<file path="config.mk">
export PLATFORM = sky130hd
export DESIGN_NAME = eqed_inject_ctrl
export DESIGN_NICKNAME = d
export VERILOG_FILES = /design/src/rtl/eqed_pkg.sv /design/src/rtl/eqed_misr.sv /design/src/rtl/eqed_inject_ctrl.sv
export SDC_FILE = /design/constraint.sdc
export NUM_CORES = 1
export LEC_CHECK = 0
export CORE_AREA = 2 2 108 110
export CTS_CLUSTER_SIZE = 28
export DETAILED_ROUTE_END_ITERATION = 8
export DIE_AREA = 0 0 110 112
export PLACE_DENSITY_LB_ADDON = 0.05
export SKIP_LAST_GASP = 1
export SYNTH_ARGS = -nofsm -noshare
export SYNTH_HDL_FRONTEND = slang
export SYNTH_SLANG_ARGS = --single-unit
export TNS_END_PERCENT = 10
</file>
<file path="constraint.sdc">
create_clock -name clk -period 2.4 [get_ports clk]
set_clock_uncertainty 0.15 [all_clocks]
set_input_delay 0.36 -clock clk [delete_from_list [all_inputs] [get_ports clk]]
set_output_delay 0.36 -clock clk [all_outputs]
set_load 0.02 [all_outputs]
</file>
<file path="src/rtl/eqed_pkg.sv">
// -----------------------------------------------------------------------------
// eqed_pkg
// Shared types and constants for the E-QED single-bit-flip injection controller.
//   eqed_state_e   : experiment sequencer states
//   MISR_SEED      : value the signature register starts every window from
//   excl_entry_t   : one exclusion-table entry {valid, ff, cyc}
// -----------------------------------------------------------------------------
package eqed_pkg;

    // Field widths of an exclusion entry. The controller's FF_IDX_W / CYC_W
    // parameters default to these and must stay equal to them.
    localparam int EQED_FF_IDX_W = 4;
    localparam int EQED_CYC_W    = 10;

    // Signature seed: only bit 0 set, so an all-zero observation stream still
    // walks a non-trivial pattern through the MISR.
    localparam int MISR_SEED = 1;

    typedef enum logic [1:0] {
        IDLE,
        SEED,
        RUN,
        COMPARE
    } eqed_state_e;

    typedef struct packed {
        logic                     valid;
        logic [EQED_FF_IDX_W-1:0] ff;
        logic [EQED_CYC_W-1:0]    cyc;
    } excl_entry_t;

endpackage

</file>
<file path="src/rtl/eqed_misr.sv">
// -----------------------------------------------------------------------------
// eqed_misr
// Multiple-input signature register compacting the DUT observation bits.
// Shift left by one; bit 0 takes the XOR of the two top bits; the low OBS_W
// bits additionally XOR in one observation bit each.
//   clk, rst : clock, synchronous active-high reset (loads the seed)
//   en       : advance the signature by one step
//   seed_ld  : reload the seed (wins over en)
//   obs      : observation bits folded in on each step
//   sig      : current signature
// -----------------------------------------------------------------------------
module eqed_misr
    import eqed_pkg::*;
#(
    parameter int MISR_W = 6,
    parameter int OBS_W  = 3
) (
    input  logic              clk,
    input  logic              rst,
    input  logic              en,
    input  logic              seed_ld,
    input  logic [OBS_W-1:0]  obs,
    output logic [MISR_W-1:0] sig
);

    logic [MISR_W-1:0] sig_nxt;

    // NOTE: combinational logic uses blocking '=' so later statements see the
    // value just computed; clocked state below uses '<=' only.
    always_comb begin
        sig_nxt = {sig[MISR_W-2:0], sig[MISR_W-1] ^ sig[MISR_W-2]};
        for (int i = 0; i < OBS_W; i++) begin
            sig_nxt[i] = sig_nxt[i] ^ obs[i];
        end
    end

    always_ff @(posedge clk) begin
        if (rst || seed_ld) begin
            sig <= MISR_W'(MISR_SEED);
        end else if (en) begin
            sig <= sig_nxt;
        end
    end

endmodule

</file>
<file path="src/rtl/eqed_inject_ctrl.sv">
// -----------------------------------------------------------------------------
// eqed_inject_ctrl
// Sequences one E-QED single-bit-flip experiment: latch the request, seed the
// MISR, run a window of win_len cycles while flipping the target FF for exactly
// one cycle, then compare the final signature against the expected value.
// Requests matching a valid exclusion-table entry run without a flip.
//   clk, rst         : clock, synchronous active-high reset
//   start            : begin an experiment (IDLE only)
//   ff_sel, inj_cycle, win_len, exp_sig : request, sampled with start
//   obs              : DUT observation bits compacted into the MISR
//   excl_*           : exclusion-table write port (any state)
//   eqed_sel         : one-hot flip select to the DUT FF muxes
//   busy             : SEED or RUN in progress
//   done             : one-cycle pulse in COMPARE
//   mismatch, excluded : result flags, valid with done
//   injected         : sticky, the flip was delivered in this experiment
//   signature        : current MISR state
//   cycle_count      : current window cycle (1-based)
// -----------------------------------------------------------------------------
module eqed_inject_ctrl
    import eqed_pkg::*;
#(
    parameter int NUM_FF     = 8,
    parameter int FF_IDX_W   = EQED_FF_IDX_W,
    parameter int CYC_W      = EQED_CYC_W,
    parameter int OBS_W      = 3,
    parameter int MISR_W     = 6,
    parameter int NUM_EXCL   = 4,
    parameter int EXCL_IDX_W = (NUM_EXCL > 1) ? $clog2(NUM_EXCL) : 1
) (
    input  logic                  clk,
    input  logic                  rst,
    input  logic                  start,
    input  logic [FF_IDX_W-1:0]   ff_sel,
    input  logic [CYC_W-1:0]      inj_cycle,
    input  logic [CYC_W-1:0]      win_len,
    input  logic [MISR_W-1:0]     exp_sig,
    input  logic [OBS_W-1:0]      obs,
    input  logic                  excl_we,
    input  logic [EXCL_IDX_W-1:0] excl_idx,
    input  logic                  excl_valid,
    input  logic [FF_IDX_W-1:0]   excl_ff,
    input  logic [CYC_W-1:0]      excl_cyc,
    output logic [NUM_FF-1:0]     eqed_sel,
    output logic                  busy,
    output logic                  done,
    output logic                  mismatch,
    output logic                  excluded,
    output logic                  injected,
    output logic [MISR_W-1:0]     signature,
    output logic [CYC_W-1:0]      cycle_count
);

    eqed_state_e state_q, state_d;

    // Request latched on start.
    logic [FF_IDX_W-1:0] ff_q;
    logic [CYC_W-1:0]    inj_q;
    logic [CYC_W-1:0]    win_q;
    logic [MISR_W-1:0]   exp_q;
    logic                excl_hit_q;

    logic                injected_q;
    logic [CYC_W-1:0]    cnt_q;
    logic                inj_fire;
    logic                excl_match;
    logic                ff_in_range;

    excl_entry_t         excl_tbl [NUM_EXCL];

    // ------------------------------------------------------------------ table
    // NOTE: the table is only a few flops, so whole entries are reset rather
    // than just the valid bits; large RAM-style arrays would reset valid only.
    always_ff @(posedge clk) begin
        if (rst) begin
            for (int i = 0; i < NUM_EXCL; i++) begin
                excl_tbl[i] <= '0;
            end
        end else if (excl_we && (int'(excl_idx) < NUM_EXCL)) begin
            excl_tbl[excl_idx] <= '{valid: excl_valid, ff: excl_ff, cyc: excl_cyc};
        end
    end

    // Match against the registered table, so a write landing on the start
    // cycle cannot change the result latched for this request.
    always_comb begin
        excl_match = 1'b0;
        for (int i = 0; i < NUM_EXCL; i++) begin
            if (excl_tbl[i].valid && (excl_tbl[i].ff == ff_sel) &&
                (excl_tbl[i].cyc == inj_cycle)) begin
                excl_match = 1'b1;
            end
        end
    end

    // ------------------------------------------------------------------- FSM
    always_ff @(posedge clk) begin
        if (rst) begin
            state_q <= IDLE;
        end else begin
            state_q <= state_d;
        end
    end

    assign ff_in_range = int'(ff_q) < NUM_FF;

    // NOTE: every output of this block gets a default before the case, so no
    // path leaves a signal unassigned and no latch is inferred.
    always_comb begin
        state_d  = state_q;
        busy     = 1'b0;
        done     = 1'b0;
        mismatch = 1'b0;
        excluded = 1'b0;
        inj_fire = 1'b0;
        case (state_q)
            IDLE: begin
                if (start) begin
                    state_d = SEED;
                end
            end
            SEED: begin
                busy    = 1'b1;
                state_d = RUN;
            end
            RUN: begin
                busy     = 1'b1;
                inj_fire = (cnt_q == inj_q) && ff_in_range && !excl_hit_q && !injected_q;
                // Equality compare: the window ends exactly at win_len even
                // though the counter itself free-wraps.
                if (cnt_q == win_q) begin
                    state_d = COMPARE;
                end
            end
            COMPARE: begin
                done     = 1'b1;
                mismatch = (signature != exp_q);
                excluded = excl_hit_q;
                state_d  = IDLE;
            end
            default: state_d = IDLE;
        endcase
    end

    always_comb begin
        eqed_sel = '0;
        if (inj_fire) begin
            for (int i = 0; i < NUM_FF; i++) begin
                eqed_sel[i] = (int'(ff_q) == i);
            end
        end
    end

    // -------------------------------------------------------- datapath state
    always_ff @(posedge clk) begin
        if (rst) begin
            ff_q       <= '0;
            inj_q      <= '0;
            win_q      <= CYC_W'(1);
            exp_q      <= '0;
            excl_hit_q <= 1'b0;
            injected_q <= 1'b0;
            cnt_q      <= CYC_W'(1);
        end else begin
            if (state_q == IDLE && start) begin
                ff_q       <= ff_sel;
                inj_q      <= inj_cycle;
                win_q      <= (win_len == '0) ? CYC_W'(1) : win_len;
                exp_q      <= exp_sig;
                excl_hit_q <= excl_match;
                injected_q <= 1'b0;
            end
            if (state_q == SEED) begin
                cnt_q <= CYC_W'(1);
            end else if (state_q == RUN) begin
                cnt_q <= cnt_q + CYC_W'(1);
            end
            if (inj_fire) begin
                injected_q <= 1'b1;
            end
        end
    end

    eqed_misr #(
        .MISR_W (MISR_W),
        .OBS_W  (OBS_W)
    ) u_misr (
        .clk     (clk),
        .rst     (rst),
        .en      (state_q == RUN),
        .seed_ld (state_q == SEED),
        .obs     (obs),
        .sig     (signature)
    );

    assign injected    = injected_q;
    assign cycle_count = cnt_q;

endmodule
</file>
==> results of run 1 <==
-- worst max path at each step --
stage	startpoint	endpoint	slack [ns]	depth (start not counted)
6_report	state_q[0]$_SDFFE_PP0P_	eqed_sel[0]	-0.55	8
3_5_place_dp	state_q[0]$_SDFFE_PP0P_	eqed_sel[0]	-0.68	8
3_3_place_gp	state_q[0]$_SDFFE_PP0P_	eqed_sel[0]	-0.64	8
4_1_cts	state_q[0]$_SDFFE_PP0P_	eqed_sel[0]	-0.55	8
5_1_grt	state_q[0]$_SDFFE_PP0P_	eqed_sel[0]	-0.67	8
2_1_floorplan	state_q[0]$_SDFFE_PP0P_	eqed_sel[0]	-0.21	8
-- flip-flops by register name, summed over array words and instances (netlist names) --
signal,flops
exp_q,6
ff_q,4
excl_hit_q,1
excl_tbl,60
cycle_count,10
u_misr.sig,6
inj_q,10
injected,1
win_q,10
state_q,2
-- power by group through the flow --
stage                     combinational (mW)  clock [mW]  sequential, mW
after CTS                               1.23        1.60            2.35
after global routing                    1.37        1.68            2.38
after global placement                  1.21           0            2.39
final                                   1.24        1.58            2.35
after detailed placement                1.23           0            2.40
after floorplan                        0.731           0            2.42
-- worst min-delay path, cell delays in order, from the launching register on --
cell and delay, ns:
dfxtp_1 0.32, nand2_1 0.05, a21oi_1 0.05
-- metal layers --
metal	share of wire (%)	wire length (um)
met5	0	0
met4	1.8	215
met1	43	5340
met3	3.0	370
met2	52	6360
-- stage by stage --
step / cell area, sq um / hold WS (ns) / total power [mW] / TNS [ns]
global route: 6760 / 0.342 / 5.43 / -4.96
CTS: 6730 / 0.322 / 5.19 / -4.07
finish: 6760 / 0.320 / 5.17 / -3.98
global placement: 6430 / 0.309 / 3.60 / -4.24
detailed placement: 6430 / 0.314 / 3.62 / -4.56
floorplan: 5330 / 0.298 / 3.15 / -0.914
-- cell usage in the layout (no fill, tap or decap), types with 3 or more instances in the layout --
| master | n |
|---|---|
| clkdlybuf4s50_1 | 74 |
| nand2_1 | 70 |
| xnor2_1 | 64 |
| and2_1 | 62 |
| edfxtp_1 | 60 |
| dfxtp_1 | 48 |
| a21oi_1 | 32 |
| buf_4 | 31 |
| xor2_1 | 29 |
| nor2_1 | 19 |
| nand4_1 | 14 |
| nor4_1 | 10 |
| clkbuf_16 | 9 |
| buf_2 | 6 |
| mux2i_1 | 5 |
| nand3_1 | 5 |
| ha_1 | 5 |
| inv_1 | 4 |
| nor3_1 | 4 |
| a211oi_1 | 4 |
| or3_4 | 3 |
| nor3_4 | 3 |
| or2_2 | 3 |
| and3_1 | 3 |
| o21ai_0 | 3 |
-- cells by family (layout without fill, tap and decap cells) --
logic type / Yosys count / after routing / synth area share [%]
buf+inv: 42 / 135 / 3.29
compound gates: 45 / 45 / 4.79
mux: 5 / 5 / 0.952
flops: 110 / 110 / 53.3
xor+xnor: 93 / 93 / 15.5
fa+ha+maj: 6 / 6 / 1.43
simple gates: 212 / 212 / 20.7
-- cell type report --
cell class                      instances  area (sq um)
Fill cell                             987          4410
Sequential cell                       110          2810
Multi-Input combinational cell        361          2390
Timing Repair Buffer                  114          1050
Clock buffer                           10           229
Tap cell                              143           179
Clock inverter                          6          86.3
Inverter                                5          18.8
-- what timing repair did --
item                                    CTS  global route
pin swaps                                 2             4
resized for setup                        37             7
hold buffers                              0             0
buffers inserted                          1             0
endpoints found under the setup margin    8             9
==> metrics.md, run 1 <==
| Metric | Value |
|---|---|
| Status | `complete, but fails checks` |
| Failing checks | `negative setup slack` |
| CTS tree | `yes` |
| Post-synthesis cell count | `513` |
| Met2 GRT Util | `38.8%` |
| Initial DRC Count | `123` |
| CP arrival | `2.44 ns` |
| Util after Layout | `60.5%` |
| Vias in the first global route | `3988` |
| Highest-delay cell along the critical path | `or4b_4` |
| CTS Sinks | `110` |
| Initial Utilization | `47.0%` |
| Clock Tree Buf Depth | `2` |
| DRC violations left | `0` |
| Reg2reg start | `state_q[1]$_SDFFE_PP0P_` |
| RSZ-0062 raised after global routing | `true` |
| Fmax achieved | `0.339 GHz` |
| Cells along the critical path | `inv_2, ha_4, or4b_4, nor4_4, nand3_2, or3_4, nor3_4, buf_6` |
| Drt total wl | `12.3 mm` |
| Cell with the most instances after synthesis | `nand2_1` |
| Part of the power in registers | `45.5%` |
| Sequential fraction of the synthesis area | `53.3%` |
| Fin worst setup slack | `-0.552 ns` |
| Synthesis-stage register bit count | `110` |
| Max VDD drop | `0.509 mV` |
| Critical R2R Capture | `state_q[0]$_SDFFE_PP0P_` |
| ANT nets after route | `0` |
| Final period util | `123%` |
| FFs w/ async S/R, synth | `0%` |
| Largest cells by area after synthesis | `edfxtp_1 (34%), dfxtp_1 (19%), xnor2_1 (11%), and2_1 (7.4%), nand2_1 (5.0%)` |
| Int Pwr | `3.70 mW` |
| Clock Latency Late Sink | `0.35 ns` |
| First-pass GRT wire length | `20.2 mm` |
| Buf+Inv Stages, Crit Path | `2` |
| CP Class | `reg -> out` |
| Leak Pwr | `2.48 nW` |
| M3 GR Usage | `3.57%` |
| Grt met1 use | `26.0%` |
| Pre-Repair DR Iteration Count | `6` |
| GRT Overall Usage | `21.9%` |
| Layout Nets | `661` |
| Via count | `3803` |
| CP required | `1.89 ns` |
| Pre-CTS WS | `-0.681 ns` |
| Startpoint types | `register` |
| Post-route insts no fill | `749` |
| Final Slew Violations | `0` |
| Net Sw Frac | `28.4%` |
| FF-to-FF setup slack | `0.47 ns` |
| Fraction of layout cells with a size suffix above 1 | `12.7%` |
| WL per Instance | `16.4 um` |
| Finish-stage setup viols | `8` |
| PortBufs | `82` |
| Placed insts | `732` |
| Combinational Power Share | `24.0%` |
| Crit-path max FO | `5` |
| Switch Pwr | `1.47 mW` |
| Final Hold Violating Endpoints | `0` |
| Syn_nets | `573` |
| Hold depth | `2` |
| Antenna violations before repair | `0` |
| Root buffer cell | `clkbuf_16` |
| Post-synth EDFFs | `60` |
| Worst-path clk slew | `0.07 ns` |
| Worst hold endpoint | `inj_q[6]$_SDFFE_PP0P_` |
| Most frequent cells after synthesis | `nand2_1 (70), xnor2_1 (64), and2_1 (62)` |
| Unique masters post-synth | `33` |
| Post-Syn Area | `5260 sq um` |
| Most Crowded Layer GR | `met2` |
| GR Overflow Total | `0` |
| Hold Path Class | `reg -> reg` |
| Worst slew pin tran | `1.00 ns` |
| Area growth, synth to finish | `28.7%` |
| Core area | `11200 sq um` |
| Io pins | `83` |
| Die Y | `112 um` |
| Syn_area_per_cell | `10.2 sq um` |
| Top FF cell, synth | `edfxtp_1` |
| Total CTS buffers | `9` |
| Cell Rows | `39` |
| Vias/cell | `5.08` |
| Max-slew headroom | `33.1%` |
| Die W | `110 um` |
| Family with the most delay on the worst path | `simple AND/OR/NAND/NOR gates` |
| Max Cap Violations | `0` |
| Slowest Stage Delay on Critical Path | `0.47 ns` |
| Die area | `12300 sq um` |
| Post-route minimum period | `2.95 ns` |
| Hold path startpoint | `inj_q[6]$_SDFFE_PP0P_` |
| Area share of the largest cell type after synthesis | `34.3%` |
| R2r worst-path depth | `7` |
| Synthesis Warnings | `0` |
| CP Capture Type | `output pin` |
| Synth area leader | `edfxtp_1` |
| Placer Congestion | `0.847` |
| Power Density | `764 nW/um^2` |
| Largest net degree at the start of global routing | `37` |
| # H-tree levels | `3` |
| Placed wire-length estimate | `9.03 mm` |
| Clock Power Share | `30.5%` |
| N_diodes | `0` |
No activity file was read; power rests on OpenSTA's default activity.
==> run 2: changes to the inputs <==
--- a/config.mk
+++ b/config.mk
@@ -5,10 +5,11 @@
 export SDC_FILE = /design/constraint.sdc
 export NUM_CORES = 1
 export LEC_CHECK = 0
-export CORE_AREA = 2 2 108 110
-export CTS_CLUSTER_SIZE = 28
+export CAP_MARGIN = 10
+export CORE_AREA = 2 2 129 93
+export CTS_CLUSTER_SIZE = 25
 export DETAILED_ROUTE_END_ITERATION = 8
-export DIE_AREA = 0 0 110 112
+export DIE_AREA = 0 0 131 95
 export PLACE_DENSITY_LB_ADDON = 0.05
 export SKIP_LAST_GASP = 1
 export SYNTH_ARGS = -nofsm -noshare
==> run 2 against run 1 <==
Net effect:
- the run still ends with negative setup slack left
- largest cell class unchanged
- die area is 1.0% higher
- worst setup slack got worse by 0.019 ns
- clock power increased by 10%
- count of clock-buffer cells in the layout grew 2
- sequential share of layout area is 0.72 points lower
- largest power group unchanged
- core utilization up 0.087 points
- highest routed layer unchanged
- via count grew 2.0%
- final cell count rose by 2.9%
- global-route usage is 0.25 points higher
- register-to-register slack worse by 0.04 ns
- sequential power hardly changed
- critical endpoint unchanged
- sequential cell count stayed put
==> metrics.md, run 2 (synthesis gave the netlist of run 1 again) <==
| Metric | Value |
|---|---|
| Fin worst setup slack | `-0.570 ns (was -0.552 ns)` |
| Multi-input gate area | `2380 sq um (was 2390 sq um)` |
| Startpoint types | `register (unchanged)` |
| Largest net degree at the start of global routing | `34 (was 37)` |
| Hold Path Class | `reg -> reg (unchanged)` |
| GRT Overall Usage | `22.1% (was 21.9%)` |
| First-pass GRT wire length | `20.5 mm (was 20.2 mm)` |
| Final Slew Violations | `0 (unchanged)` |
| Status | `complete, but fails checks (unchanged)` |
| Via count | `3878 (was 3803)` |
| Max VDD drop | `0.444 mV (was 0.509 mV)` |
| Design area | `6880 sq um (was 6760 sq um)` |
| Placed wire-length estimate | `9.65 mm (was 9.03 mm)` |
| Initial Utilization | `46.3% (was 47.0%)` |
| Max Cap Violations | `0 (unchanged)` |
| ANT nets after route | `0 (unchanged)` |
| WL per Instance | `17.0 um (was 16.4 um)` |
| Setup TNS after final layout | `-4.11 ns (was -3.98 ns)` |
| PortBufs | `82 (unchanged)` |
| Cells along the critical path | `inv_2, ha_4, or4b_4, nor4_4, nand3_2, buf_6, or3_4, nor3_4, buf_6 (was inv_2, ha_4, or4b_4, nor4_4, nand3_2, or3_4, nor3_4, buf_6)` |
| Vias/cell | `5.03 (was 5.08)` |
| Commonest non-fill, non-tap cell in the layout | `clkdlybuf4s50_1 (unchanged)` |
| Total CTS buffers | `9 (unchanged)` |
| CP Class | `reg -> out (unchanged)` |
| # H-tree levels | `3 (unchanged)` |
| RSZ-0062 raised after global routing | `true (unchanged)` |
| Antenna violations before repair | `0 (unchanged)` |
| Failing checks | `negative setup slack (unchanged)` |
| CP arrival | `2.46 ns (was 2.44 ns)` |
| Layout Nets | `669 (was 661)` |
| M3 GR Usage | `4.36% (was 3.57%)` |
| Leak Pwr | `2.55 nW (was 2.48 nW)` |
| Worst hold margin | `0.318 ns (was 0.320 ns)` |
| Cell Rows | `33 (was 39)` |
| Placed cell areas | `6470 sq um (was 6430 sq um)` |
| Fraction of layout cells with a size suffix above 1 | `13.5% (was 12.7%)` |
| Worst path most repeated cell | `buf_6` |
| Most Crowded Layer GR | `met1 (was met2)` |
| Met2 GRT Util | `31.1% (was 38.8%)` |
| DRC violations left | `0 (unchanged)` |
| Clock Tree Buf Depth | `2 (unchanged)` |
| CP required | `1.89 ns (about the same)` |
| Drt total wl | `13.1 mm (was 12.3 mm)` |
| Util after Layout | `60.6% (was 60.5%)` |
| CTS Sinks | `110 (unchanged)` |
| Initial DRC Count | `361 (was 123)` |
| Io pins | `83 (unchanged)` |
| Die Y | `95 um (was 112 um)` |
| Final Total Pwr | `5.38 mW (was 5.17 mW)` |
| Fmax achieved | `0.337 GHz (was 0.339 GHz)` |
| Highest-delay cell along the critical path | `or4b_4 (unchanged)` |
| Final Hold Violating Endpoints | `0 (unchanged)` |
| Final period util | `124% (was 123%)` |
| Family with the most delay on the worst path | `simple AND/OR/NAND/NOR gates (unchanged)` |
| Vias in the first global route | `3795 (was 3988)` |
| Power Density | `782 nW/um^2 (was 764 nW/um^2)` |
| Crit-path max FO | `4 (was 5)` |
| Hold_buf cts | `0 (unchanged)` |
| Grt met1 use | `34.8% (was 26.0%)` |
| Filler cells | `932 (was 987)` |
| Root buffer cell | `clkbuf_16 (unchanged)` |
| Area taken by flip-flops and latches | `2810 sq um (unchanged)` |
| Most frequent cells in the layout | `clkdlybuf4s50_1 (74), nand2_1 (70), xnor2_1 (64) (unchanged)` |
| Die W | `131 um (was 110 um)` |
| Buf+Inv Stages, Crit Path | `3 (was 2)` |
| Post-route minimum period | `2.97 ns (was 2.95 ns)` |
| Pre-Repair DR Iteration Count | `4 (was 6)` |
| Biggest register | `excl_tbl (unchanged)` |
| Max-slew headroom | `34.7% (was 33.1%)` |
| Core area | `11400 sq um (was 11200 sq um)` |
| CP Capture Type | `output pin (unchanged)` |
| Die area | `12400 sq um (was 12300 sq um)` |
| Max reg flops | `60 (unchanged)` |
| Placer Congestion | `0.787 (was 0.847)` |
| N_diodes | `0 (unchanged)` |
| CTS tree | `yes (unchanged)` |
| Area growth, synth to finish | `31.0% (was 28.7%)` |
| GR Overflow Total | `0 (unchanged)` |
| Finish-stage setup viols | `8 (unchanged)` |
| Clock Latency Late Sink | `0.34 ns (was 0.35 ns)` |
| Worst slew pin tran | `0.977 ns (was 1.00 ns)` |
| Slowest Stage Delay on Critical Path | `0.47 ns (about the same)` |
| Worst-path clk slew | `0.07 ns (about the same)` |
run 2: routing by layer:
metal,vias up,share of wire [%]
met3,11,6.8
met5,-,0
met4,0,0.94
met2,109,40
met1,1858,52
li1,1900,-
run 2: area by class of cell:
type                            instances  share of cell area (%)
Inverter                                5                   0.273
Multi-Input combinational cell        361                    34.7
Sequential cell                       110                    40.8
Clock buffer                           12                    4.20
Timing Repair Buffer                  122                    16.2
Clock inverter                          4                    1.05
Tap cell                              157                    2.85
run 2: worst paths after layout:
path | to | slack, ns | cells after the start | startpoint
worst max-delay path | eqed_sel[0] | -0.57 | 9 | state_q[0]$_SDFFE_PP0P_
worst min-delay path | win_q[2]$_SDFFE_PP0P_ | 0.32 | 2 | win_q[2]$_SDFFE_PP0P_
worst max register to register | state_q[0]$_SDFFE_PP0P_ | 0.43 | 8 | state_q[0]$_SDFFE_PP0P_
worst min register to register | win_q[2]$_SDFFE_PP0P_ | 0.32 | 2 | win_q[2]$_SDFFE_PP0P_
run 2: what timing repair did:
item	4_1_cts	5_1_grt
endpoints found under the setup margin	8	10
pin swaps	4	3
setup buffers	3	0
resized for setup	40	0
run 2: power by group:
group	switching (mW)	total, mW	internal (mW)	leakage, nW
Combinational	0.689	1.28	0.595	1.38
Clock	0.673	1.74	1.07	0.181
Sequential	0.142	2.35	2.21	0.994
Total	1.50	5.38	3.88	2.55
run 2: tightest hold or removal path: cells and delay by family (launching register included):
family,cells,cell delay [ns]
AO/OA/AOI/OAI,1,0.05
flip-flops,1,0.32
AND/OR/NAND/NOR,1,0.05
run 2: stage by stage:
stage | worst slack (ns) | std cells
final | -0.570 | 771
after global routing | -0.703 | 771
after CTS | -0.637 | 771
after detailed placement | -0.758 | 752
after global placement | -0.632 | 752
after floorplan | -0.214 | 513
==> run 3: changes to the inputs <==
--- a/config.mk
+++ b/config.mk
@@ -5,11 +5,12 @@
 export SDC_FILE = /design/constraint.sdc
 export NUM_CORES = 1
 export LEC_CHECK = 0
-export CAP_MARGIN = 10
+export CAP_MARGIN = 20
 export CORE_AREA = 2 2 129 93
 export CTS_CLUSTER_SIZE = 25
 export DETAILED_ROUTE_END_ITERATION = 8
 export DIE_AREA = 0 0 131 95
+export GPL_ROUTABILITY_DRIVEN = 0
 export PLACE_DENSITY_LB_ADDON = 0.05
 export SKIP_LAST_GASP = 1
 export SYNTH_ARGS = -nofsm -noshare
==> results of run 3 <==
Same layout as run 2: the final DEF is identical, and so are final timing and power.
